<file path="config.mk">
export PLATFORM = sky130hd
export DESIGN_NAME = debug_port_arbiter_flat
export DESIGN_NICKNAME = d
export VERILOG_FILES = /design/src/rtl/debug_port_arbiter_pkg.sv /design/src/rtl/debug_port_arbiter_if.sv /design/src/rtl/debug_port_arbiter_act_det.sv /design/src/rtl/debug_port_arbiter.sv /design/src/flat_wrapper.sv
export SDC_FILE = /design/constraint.sdc
export NUM_CORES = 1
export LEC_CHECK = 0
export CAP_MARGIN = 20
export CORE_ASPECT_RATIO = 1.5
export CORE_UTILIZATION = 25
export DETAILED_ROUTE_END_ITERATION = 6
export SETUP_SLACK_MARGIN = 0.05
export SLEW_MARGIN = 10
export SYNTH_ARGS = -nofsm -noshare
export SYNTH_HDL_FRONTEND = slang
export SYNTH_SLANG_ARGS = --single-unit
</file>
<file path="constraint.sdc">
create_clock -name CLK -period 3.1 [get_ports CLK]
set_input_delay 0.62 -clock CLK [delete_from_list [all_inputs] [get_ports CLK]]
set_output_delay 0.62 -clock CLK [all_outputs]
set_load 0.05 [all_outputs]
</file>
<file path="src/rtl/debug_port_arbiter_pkg.sv">
// Owner codes, FSM states and small helpers shared by the debug port arbiter files.
// Latency: none, declarations only.
// Backpressure: not applicable.
package dbg_pkg;

    // Same codes as the top-level debugger type selection
    localparam logic [1:0] OWNER_NONE    = 2'b00;
    localparam logic [1:0] OWNER_DAPLINK = 2'b01;
    localparam logic [1:0] OWNER_JLINK   = 2'b10;
    localparam logic [1:0] OWNER_STLINK  = 2'b11;

    typedef enum logic [1:0] {
        ST_IDLE  = 2'b00,
        ST_GUARD = 2'b01,
        ST_OWNED = 2'b10
    } state_t;

    // Activity vector layout: [2]=ST-LINK, [1]=J-LINK, [0]=DAPLINK
    function automatic logic [1:0] prio_winner(input logic [2:0] act);
        logic [1:0] w;
        w = OWNER_NONE;
        if (act[2])      w = OWNER_STLINK;
        else if (act[1]) w = OWNER_JLINK;
        else if (act[0]) w = OWNER_DAPLINK;
        return w;
    endfunction

    // One-hot mask of the activity bit belonging to an owner code
    function automatic logic [2:0] owner_mask(input logic [1:0] code);
        logic [2:0] m;
        case (code)
            OWNER_STLINK:  m = 3'b100;
            OWNER_JLINK:   m = 3'b010;
            OWNER_DAPLINK: m = 3'b001;
            default:       m = 3'b000;
        endcase
        return m;
    endfunction

endpackage

</file>
<file path="src/rtl/debug_port_arbiter_if.sv">
// Probe pin inputs and arbitration result outputs of the debug port arbiter.
// Latency: none, wiring only.
// Backpressure: none; pins are free-running levels, outputs are registered levels/pulses.
interface debug_port_arbiter_if;
    logic [1:0] STLINK_PINS;
    logic [1:0] JLINK_PINS;
    logic [1:0] DAPLINK_PINS;
    logic [1:0] LINK_SEL;
    logic       OWNER_VALID;
    logic       PARK;
    logic       CONTENTION;

    // Probe side / environment
    modport master (
        output STLINK_PINS, JLINK_PINS, DAPLINK_PINS,
        input  LINK_SEL, OWNER_VALID, PARK, CONTENTION
    );

    // Arbiter side
    modport slave (
        input  STLINK_PINS, JLINK_PINS, DAPLINK_PINS,
        output LINK_SEL, OWNER_VALID, PARK, CONTENTION
    );
endinterface

</file>
<file path="src/rtl/debug_port_arbiter_act_det.sv">
// Synchronises one probe's two raw pins and flags any change between consecutive samples.
// Latency: raw pin change shows on act SYNC_STAGES+1 clocks later, as a one-cycle pulse.
// Backpressure: none; every change produces a pulse regardless of the consumer.
module probe_activity_det #(
    parameter int         SYNC_STAGES = 2,
    parameter logic [1:0] RESET_VAL   = 2'b11
) (
    input  logic       clk,
    input  logic       rst,
    input  logic [1:0] pins,
    output logic       act
);
    logic [1:0] sync_q [SYNC_STAGES];
    logic [1:0] prev_q;

    // Synchroniser chain, previous-sample flop and registered change flag; reset to probe idle level
    always_ff @(posedge clk or posedge rst) begin
        if (rst) begin
            for (int i = 0; i < SYNC_STAGES; i++) sync_q[i] <= RESET_VAL;
            prev_q <= RESET_VAL;
            act    <= 1'b0;
        end else begin
            sync_q[0] <= pins;
            for (int i = 1; i < SYNC_STAGES; i++) sync_q[i] <= sync_q[i-1];
            prev_q <= sync_q[SYNC_STAGES-1];
            act    <= (sync_q[SYNC_STAGES-1] != prev_q);
        end
    end
endmodule

</file>
<file path="src/rtl/debug_port_arbiter.sv">
// Grants the shared target debug port to one of three probes, with a parked guard on handover and idle release.
// Latency: pin change to LINK_SEL update SYNC_STAGES+2 clocks; PARK drops GUARD_CYCLES clocks after that.
// Backpressure: none; losing probes are never queued, only flagged on CONTENTION.
module debug_port_arbiter
    import dbg_pkg::*;
#(
    parameter int SYNC_STAGES  = 2,
    parameter int GUARD_CYCLES = 16,
    parameter int TIMEOUT_W    = 24,
    parameter int IDLE_TIMEOUT = 12_000_000
) (
    input  logic CLK,
    input  logic RST,
    debug_port_arbiter_if.slave bus
);
    localparam int GW = (GUARD_CYCLES > 1) ? $clog2(GUARD_CYCLES) : 1;
    localparam logic [GW-1:0]        GUARD_LOAD = GW'(GUARD_CYCLES - 1);
    localparam logic [TIMEOUT_W-1:0] IDLE_LOAD  = TIMEOUT_W'(IDLE_TIMEOUT - 1);

    // Elaboration-time parameter sanity
    if (SYNC_STAGES < 2)  begin : g_bad_sync  $error("SYNC_STAGES must be >= 2");  end
    if (GUARD_CYCLES < 1) begin : g_bad_guard $error("GUARD_CYCLES must be >= 1"); end
    if (IDLE_TIMEOUT < 1 || longint'(IDLE_TIMEOUT) > ((longint'(1) << TIMEOUT_W) - 1)) begin : g_bad_to
        $error("IDLE_TIMEOUT must be >= 1 and fit in TIMEOUT_W bits");
    end

    logic [2:0] act;

    probe_activity_det #(.SYNC_STAGES(SYNC_STAGES), .RESET_VAL(2'b11)) u_det_st (
        .clk(CLK), .rst(RST), .pins(bus.STLINK_PINS), .act(act[2]));
    probe_activity_det #(.SYNC_STAGES(SYNC_STAGES), .RESET_VAL(2'b11)) u_det_jl (
        .clk(CLK), .rst(RST), .pins(bus.JLINK_PINS), .act(act[1]));
    probe_activity_det #(.SYNC_STAGES(SYNC_STAGES), .RESET_VAL(2'b11)) u_det_dap (
        .clk(CLK), .rst(RST), .pins(bus.DAPLINK_PINS), .act(act[0]));

    state_t                 state;
    logic [1:0]             link_sel;
    logic                   owner_valid;
    logic                   park;
    logic                   contention;
    logic [GW-1:0]          guard_cnt;
    logic [TIMEOUT_W-1:0]   idle_cnt;

    logic [1:0] winner;
    logic       owner_act;
    logic       loser_busy;
    logic       loser_arb;

    // Winner of a fresh arbitration, and owner/non-owner activity split against the held owner
    always_comb begin
        winner     = prio_winner(act);
        owner_act  = |(act & owner_mask(link_sel));
        loser_busy = |(act & ~owner_mask(link_sel));
        loser_arb  = |(act & ~owner_mask(winner));
    end

    // Ownership FSM; LINK_SEL only changes on IDLE->GUARD so the analog switch settles while parked
    always_ff @(posedge CLK or posedge RST) begin
        if (RST) begin
            state       <= ST_IDLE;
            link_sel    <= OWNER_NONE;
            owner_valid <= 1'b0;
            park        <= 1'b1;
            contention  <= 1'b0;
            guard_cnt   <= '0;
            idle_cnt    <= '0;
        end else begin
            contention <= 1'b0;
            case (state)
                ST_IDLE: begin
                    if (|act) begin
                        state      <= ST_GUARD;
                        link_sel   <= winner;
                        guard_cnt  <= GUARD_LOAD;
                        contention <= loser_arb;
                    end
                end
                ST_GUARD: begin
                    contention <= loser_busy;
                    if (guard_cnt == '0) begin
                        state       <= ST_OWNED;
                        idle_cnt    <= IDLE_LOAD;
                        park        <= 1'b0;
                        owner_valid <= 1'b1;
                    end else begin
                        guard_cnt <= guard_cnt - GW'(1);
                    end
                end
                ST_OWNED: begin
                    contention <= loser_busy;
                    if (owner_act) begin
                        idle_cnt <= IDLE_LOAD;
                    end else if (idle_cnt == '0) begin
                        state       <= ST_IDLE;
                        park        <= 1'b1;
                        owner_valid <= 1'b0;
                    end else begin
                        idle_cnt <= idle_cnt - TIMEOUT_W'(1);
                    end
                end
                default: state <= ST_IDLE;
            endcase
        end
    end

    assign bus.LINK_SEL    = link_sel;
    assign bus.OWNER_VALID = owner_valid;
    assign bus.PARK        = park;
    assign bus.CONTENTION  = contention;

endmodule

</file>
<file path="src/flat_wrapper.sv">
// flat-port wrapper written by rule: the top's interface ports become plain ports
module debug_port_arbiter_flat import dbg_pkg::*;
#(
    parameter int SYNC_STAGES  = 2,
    parameter int GUARD_CYCLES = 16,
    parameter int TIMEOUT_W    = 24,
    parameter int IDLE_TIMEOUT = 12_000_000
)
  (CLK, RST, bus_STLINK_PINS, bus_JLINK_PINS, bus_DAPLINK_PINS, bus_LINK_SEL, bus_OWNER_VALID, bus_PARK, bus_CONTENTION);
  debug_port_arbiter_if bus_i ();
  input  logic CLK;
  input  logic RST;
  input wire logic [$bits(bus_i.STLINK_PINS)-1:0] bus_STLINK_PINS;
  input wire logic [$bits(bus_i.JLINK_PINS)-1:0] bus_JLINK_PINS;
  input wire logic [$bits(bus_i.DAPLINK_PINS)-1:0] bus_DAPLINK_PINS;
  output wire logic [$bits(bus_i.LINK_SEL)-1:0] bus_LINK_SEL;
  output wire logic [$bits(bus_i.OWNER_VALID)-1:0] bus_OWNER_VALID;
  output wire logic [$bits(bus_i.PARK)-1:0] bus_PARK;
  output wire logic [$bits(bus_i.CONTENTION)-1:0] bus_CONTENTION;
  assign bus_i.STLINK_PINS = bus_STLINK_PINS;
  assign bus_i.JLINK_PINS = bus_JLINK_PINS;
  assign bus_i.DAPLINK_PINS = bus_DAPLINK_PINS;
  assign bus_LINK_SEL = bus_i.LINK_SEL;
  assign bus_OWNER_VALID = bus_i.OWNER_VALID;
  assign bus_PARK = bus_i.PARK;
  assign bus_CONTENTION = bus_i.CONTENTION;
  debug_port_arbiter #(.SYNC_STAGES(SYNC_STAGES), .GUARD_CYCLES(GUARD_CYCLES), .TIMEOUT_W(TIMEOUT_W), .IDLE_TIMEOUT(IDLE_TIMEOUT)) u_core (.CLK(CLK), .RST(RST), .bus(bus_i));
endmodule
</file>
# Word-level counts from Yosys, hierarchy flattened
# Index checks and enable logic that the tools add are counted.
[word_totals]
regBits = 56
in_bits = 8
[classes]
n_reduce_logical = 15
n_eq_ne = 17
add_sub_neg = 2
bitwise_logic = 5
mux = 27
[op_table]
columns = ["cell", "count"]
rows = [
  ["$mux 24", 3],
  ["$pmux 24 s2", 1],
  ["$logic_not 24->1", 1],
  ["$sub 24x1->24 const B", 1],
  ["$pmux 3 s3", 2],
  ["$mux 2", 6],
  ["$reduce_or 3->1", 4],
  ["$eq 2x2->1 const B", 5],
  ["$and 3x3->3", 3],
  ["$mux 1", 8],
  ["$mux 4", 2],
  ["$pmux 4 s2", 1],
  ["$reduce_and 4->1", 2],
  ["$eq 2x1->1 const B", 3],
  ["$ne 2x1->1 const B", 3],
  ["$ne 2x2->1", 3],
  ["$not 3->3", 2],
  ["$pmux 1 s2", 3],
  ["$pmux 2 s3", 1],
  ["$reduce_and 3->1", 2],
  ["$logic_not 4->1", 1],
  ["$ne 2x2->1 const B", 2],
  ["$reduce_bool 2->1", 2],
  ["$sub 4x1->4 const B", 1],
  ["other kinds (4)", 4],
]

# Longest topological paths before layout
[logic_depth]
word_depth = 10
depth_mapped = 9
mapped_depth_nobuf = 7

# Modules after synthesis
# A second synthesis with hierarchy kept.
[hier_totals]
hier_cells = 253
hier_area_um2 = 2741.4
[modules_own_cells]
columns = ["module", "seq_area_each_um2", "n_inst", "area_each_um2", "cells_per_inst"]
rows = [
  ["debug_port_arbiter", 877.1, 1, 2118.3, 220],
  ["probe_activity_det", 182.7, 3, 207.7, 11],
]

# Least setup slack after synthesis
# No wires, ideal clock.
[synth_path]
kind = "register to register"
startpoint = "register u_core.link_sel[0], in the netlist u_core.bus.LINK_SEL[0]"
endpoint = "register u_core.idle_cnt[20]"
path_buffers = 1
period_less_slack_ps = 2501
path_slack_ps = 599
t_arrival_ps = 2337
path_stages_with_launch = 7
cell_sequence = "dfrtp_1 > mux2_2 > a211oi_1 > nor2_1 > clkbuf_1 > a311oi_1 > a41oi_1"
[synth_via]
elab_chain_cells = 6
elab_cells_between_ends = 10
cone_classes = "4 x eq/ne; 3 x mux; 1 x bitwise; 2 x reduce/logical"
[synth_lines]
columns = ["item", "line_no", "rtl"]
rows = [
  ["start, declared", "debug_port_arbiter.sv:37", "logic [1:0] link_sel;"],
  ["start signal, assigned", "debug_port_arbiter.sv:73", "link_sel <= winner;"],
  ["$eq 2x1->1 / $eq 2x2->1 (equally long branches)", "debug_port_arbiter_pkg.sv:31", "case (code)"],
  ["$pmux 3 s3 (*)", "debug_port_arbiter_pkg.sv:31", ""],
  ["$and 3x3->3 (*)", "debug_port_arbiter.sv:52", "owner_act = |(act & owner_mask(link_sel));"],
  ["$reduce_or 3->1 (*)", "debug_port_arbiter.sv:52", ""],
  ["$ne 3x2->1 (no line) / $mux 24 (equally long branches)", "n/a", ""],
  ["$reduce_and 3->1 (no line) / $pmux 24 s2 (equally long branches)", "n/a", ""],
  ["end signal, assigned", "debug_port_arbiter.sv:98", "idle_cnt <= idle_cnt - TIMEOUT_W'(1);"],
  ["end, declared", "debug_port_arbiter.sv:42", "logic [TIMEOUT_W-1:0] idle_cnt;"],
]
# Mark *: on every way between the ends. The rest lies on a longest branch, timed or not.
# A chain may end at the register's enable or synchronous reset.

# Worst setup path after layout
[layout_path]
startpoint = "register u_core.idle_cnt[4]"
endpoint = "register u_core.idle_cnt[22]"
[layout_via]
elab_chain_cells = 4
elab_cells_between_ends = 7
cone_classes = "1 x add/sub; 1 x eq/ne; 3 x mux; 2 x reduce/logical"
[layout_lines]
columns = ["item", "line_no", "rtl"]
rows = [
  ["$sub 24x1->24", "debug_port_arbiter.sv:98", ""],
  ["$mux 24", "debug_port_arbiter.sv:93", "end else if (idle_cnt == '0) begin"],
  ["$mux 24", "debug_port_arbiter.sv:91", "if (owner_act) begin"],
  ["$pmux 24 s2", "debug_port_arbiter.sv:69", "case (state)"],
]
# Several ways; a longest one is shown, not always the timed one. The select of a mux whose other input is x is not followed.

==> out/metrics.yaml <==
vias_per_cell: 4.97
rsz0062_at_grt: "false"
globalRoute.totalOverflow: 0
yosysWarnings: 0
slew_headroom: 0.407
clkLatencyLatePin_ns: 0.30
cts_num_sinks: 56
die_h_um: 131
ys_ff_latch: 56
p_int_mw: 1.37
critPathMaxStageDelay_ns: 0.68
fin_crit_ns: 2.55
firstDrtPassIters: 4
synthFlopType: "dfrtp_1"
grtUsageTotal: 0.118
dp_hpwl_um: 4340
core_area_um2: 10700
hold_viol: 0
finalSetupViolations: 0
portBuffers: 12
synth-edff-count: 0
worstMarginPinSlew_ns: 0.887
drc: 0
grt_pass1_vias: 2281
maxCapViolCount: 0
min_from: "u_core.u_det_st.sync_q[3]$_DFF_PP1_"
final_nets: 299
chipWidth_um: 88.0
peakVddDrop_mv: 0.210
cts_tree: "yes"
syn_nets: 283
vias: 2126
cts_resized: 0
drtAntennaViolNets: 0
numCtsBuffers: 5
ioPinCount: 13
p_leak_nw: 1.18
cp_cell_sequence: "or4_4 > or4b_1 > or3_4 > o311ai_2 > nand2_1"
final_cell_count_no_fill: 428
dp.cells: 420
slowest_stage: "or4b_1"
hold_buffers: 0
worstPathArrival_ns: 2.73
worstReg2RegStart: "u_core.idle_cnt[4]$_DFFE_PP0P_"
die_area_um2: 11500
syn-instance-count: 267
postSynth.asyncResetShare: 1.00
cp-startpoint: "u_core.idle_cnt[4]$_DFFE_PP0P_"
critPathBufInv: 0
synthToLayoutAreaGrowth_pct: 17.0
fin_crit_sh: 0.822
post_cts_buffers: 0
p_per_area_nw_per_um2: 684
rows: 46
ys_seq_area_frac: 0.514
share_seq_of_total_power: 0.403
switching_share: 0.383
nFillCells: 1139
criticalPathCategory: "flip-flop to flip-flop"
crit_family: "simple AND/OR/NAND/NOR gates"
power_frac_comb: 0.337
cp.required_ns: 3.29
gp_congestion: 0.827
p_sw_uw: 848
clock_skew_ns: 0.00656
worstHoldPathType: "flip-flop to flip-flop"
drt_wl_total_um: 5940
syn-cell-area_um2: 2770
grt_pass1_wl_um: 10600
status: "completed"
drt_iter0_markers: 111
grt_max_degree: 32
fin_util: 0.303
synth.avg_cell_area_um2: 10.4
h-tree-depth: 2
antenna_found_initial: 0
clk_path_buf_depth: 2
max_freq_ghz: 0.392
finalMaxSlewViolations: 0
fin_setup_tns_ns: 0
root_buffer: "clkbuf_16"
ys_types: 55
antenna_cells: 0
drive_gt1_frac: 0.155
initial_core_util: 0.259
clk_pin_slew_worst_paths_ns: 0.07
start_kind: "flip-flop"
wl_per_cell_um: 13.9
cp_max_fo: 7
clockPowerShare: 0.260
end_kind: "flip-flop"
[cell usage in the layout (no fill, tap or decap), types with 3 or more instances in the layout]
cell type / instances
o21ai_0: 8
nor3b_1: 3
clkbuf_16: 5
nand2_1: 24
dfstp_2: 19
ha_1: 8
inv_1: 11
buf_4: 5
and2_1: 7
o31ai_1: 3
o21ai_1: 4
a211oi_1: 7
clkdlybuf4s50_1: 12
or2_2: 3
xnor2_1: 8
a41oi_1: 7
a311oi_1: 4
mux2i_1: 7
nand4_1: 3
nor3_1: 13
a21oi_1: 8
nand3_1: 4
or3_1: 3
nor2_1: 19
o211ai_1: 3
nor4_1: 5
and3_1: 4
and4_1: 4
dfrtp_1: 37
[cells in the mapped netlist (4+ instances only)]
| cell type | instances | area (um2) |
|---|---|---|
| o21ai_0 | 8 | 40.0 |
| o21ai_1 | 4 | 20.0 |
| and2_1 | 7 | 43.8 |
| ha_1 | 8 | 100 |
| nor4_1 | 5 | 31.3 |
| nand2_1 | 24 | 90.1 |
| and4_1 | 4 | 35.0 |
| a211oi_1 | 7 | 52.6 |
| a21oi_1 | 8 | 40.0 |
| clkbuf_1 | 8 | 30.0 |
| dfstp_2 | 19 | 499 |
| a41oi_1 | 7 | 61.3 |
| mux2i_1 | 7 | 70.1 |
| xnor2_1 | 8 | 70.1 |
| dfrtp_1 | 37 | 926 |
| nor2_1 | 19 | 71.3 |
| and3_1 | 4 | 25.0 |
| nor3_1 | 13 | 65.1 |
| inv_1 | 12 | 45.0 |
| a311oi_1 | 4 | 35.0 |
| nand3_1 | 4 | 20.0 |
[flip-flops by register name (all words and copies together) (netlist names)]
signal / count
u_core.u_det_st.sync_q: 4
u_core.bus.CONTENTION: 1
u_core.bus.PARK: 1
u_core.u_det_st.prev_q: 2
u_core.u_det_jl.prev_q: 2
u_core.bus.OWNER_VALID: 1
u_core.idle_cnt: 24
u_core.u_det_jl.act: 1
u_core.u_det_dap.act: 1
u_core.u_det_jl.sync_q: 4
u_core.bus.LINK_SEL: 2
u_core.u_det_st.act: 1
u_core.u_det_dap.sync_q: 4
u_core.guard_cnt: 4
u_core.state: 2
u_core.u_det_dap.prev_q: 2
[final timing paths]
kind	to	slack [ns]	depth (start not counted)
max	u_core.idle_cnt[22]$_DFFE_PP0P_	0.55	5
min	u_core.u_det_st.sync_q[1]$_DFF_PP1_	0.36	0
max reg2reg	u_core.idle_cnt[22]$_DFFE_PP0P_	0.55	5
min reg2reg	u_core.u_det_st.sync_q[1]$_DFF_PP1_	0.36	0
max in group asynchronous	u_core.u_det_st.prev_q[1]$_DFF_PP1_	1.78	3
min in group asynchronous	u_core.bus.LINK_SEL[1]$_DFFE_PP0P_	0.69	2
[power groups by stage]
stage	Sequential [mW]	Clock [mW]	Combinational [mW]
2_1_floorplan	0.950	0	0.466
3_3_place_gp	0.902	0	0.736
3_5_place_dp	0.908	0	0.754
4_1_cts	0.895	0.597	0.754
5_1_grt	0.908	0.618	0.836
6_report	0.892	0.577	0.748
[cell type report]
| type | count | area, um2 | share of cell area |
|---|---|---|---|
| sequential | 56 | 1430 | 0.440 |
| clock inverter | 3 | 22.5 | 0.00695 |
| timing repair buffer | 18 | 178 | 0.0548 |
| clock buffer | 5 | 125 | 0.0386 |
| multi-input combinational | 190 | 1270 | 0.391 |
| inverter | 12 | 45.0 | 0.0139 |
| tap | 144 | 180 | 0.0556 |
[through the flow]
| stage | total power [mW] | instance area (um2) | hold WS (ns) | worst slack (ns) |
|---|---|---|---|---|
| 2_1_floorplan | 1.42 | 2770 | 0.345 | 0.599 |
| 4_1_cts | 2.25 | 3240 | 0.357 | 0.547 |
| 5_1_grt | 2.36 | 3240 | 0.361 | 0.328 |
| 3_3_place_gp | 1.64 | 3090 | 0.345 | 0.597 |
| 6_report | 2.22 | 3240 | 0.357 | 0.551 |
| 3_5_place_dp | 1.66 | 3090 | 0.347 | 0.556 |
[metal layers]
layer	GRT usage	routed length, um
met3	0.0157	101
met4	0.0694	162
met5	0	0
met2	0.213	3170
met1	0.131	2510
[worst register-to-register path, stage by stage, from the launching register on]
cell and delay (ns):
dfrtp_1 0.41, or4_4 0.57, or4b_1 0.68, or3_4 0.41
o311ai_2 0.28, nand2_1 0.08
[kinds of logic after synthesis]
family | after synthesis | share of synthesized area
AND/OR/NAND/NOR | 104 | 0.204
XOR/XNOR | 8 | 0.0253
adder cells (fa/ha/maj) | 9 | 0.0397
multiplexers | 9 | 0.0334
flip-flops | 56 | 0.514
buffers and inverters | 21 | 0.0289
AO/OA/AOI/OAI | 60 | 0.154
No activity file was read; power rests on OpenSTA's default activity.
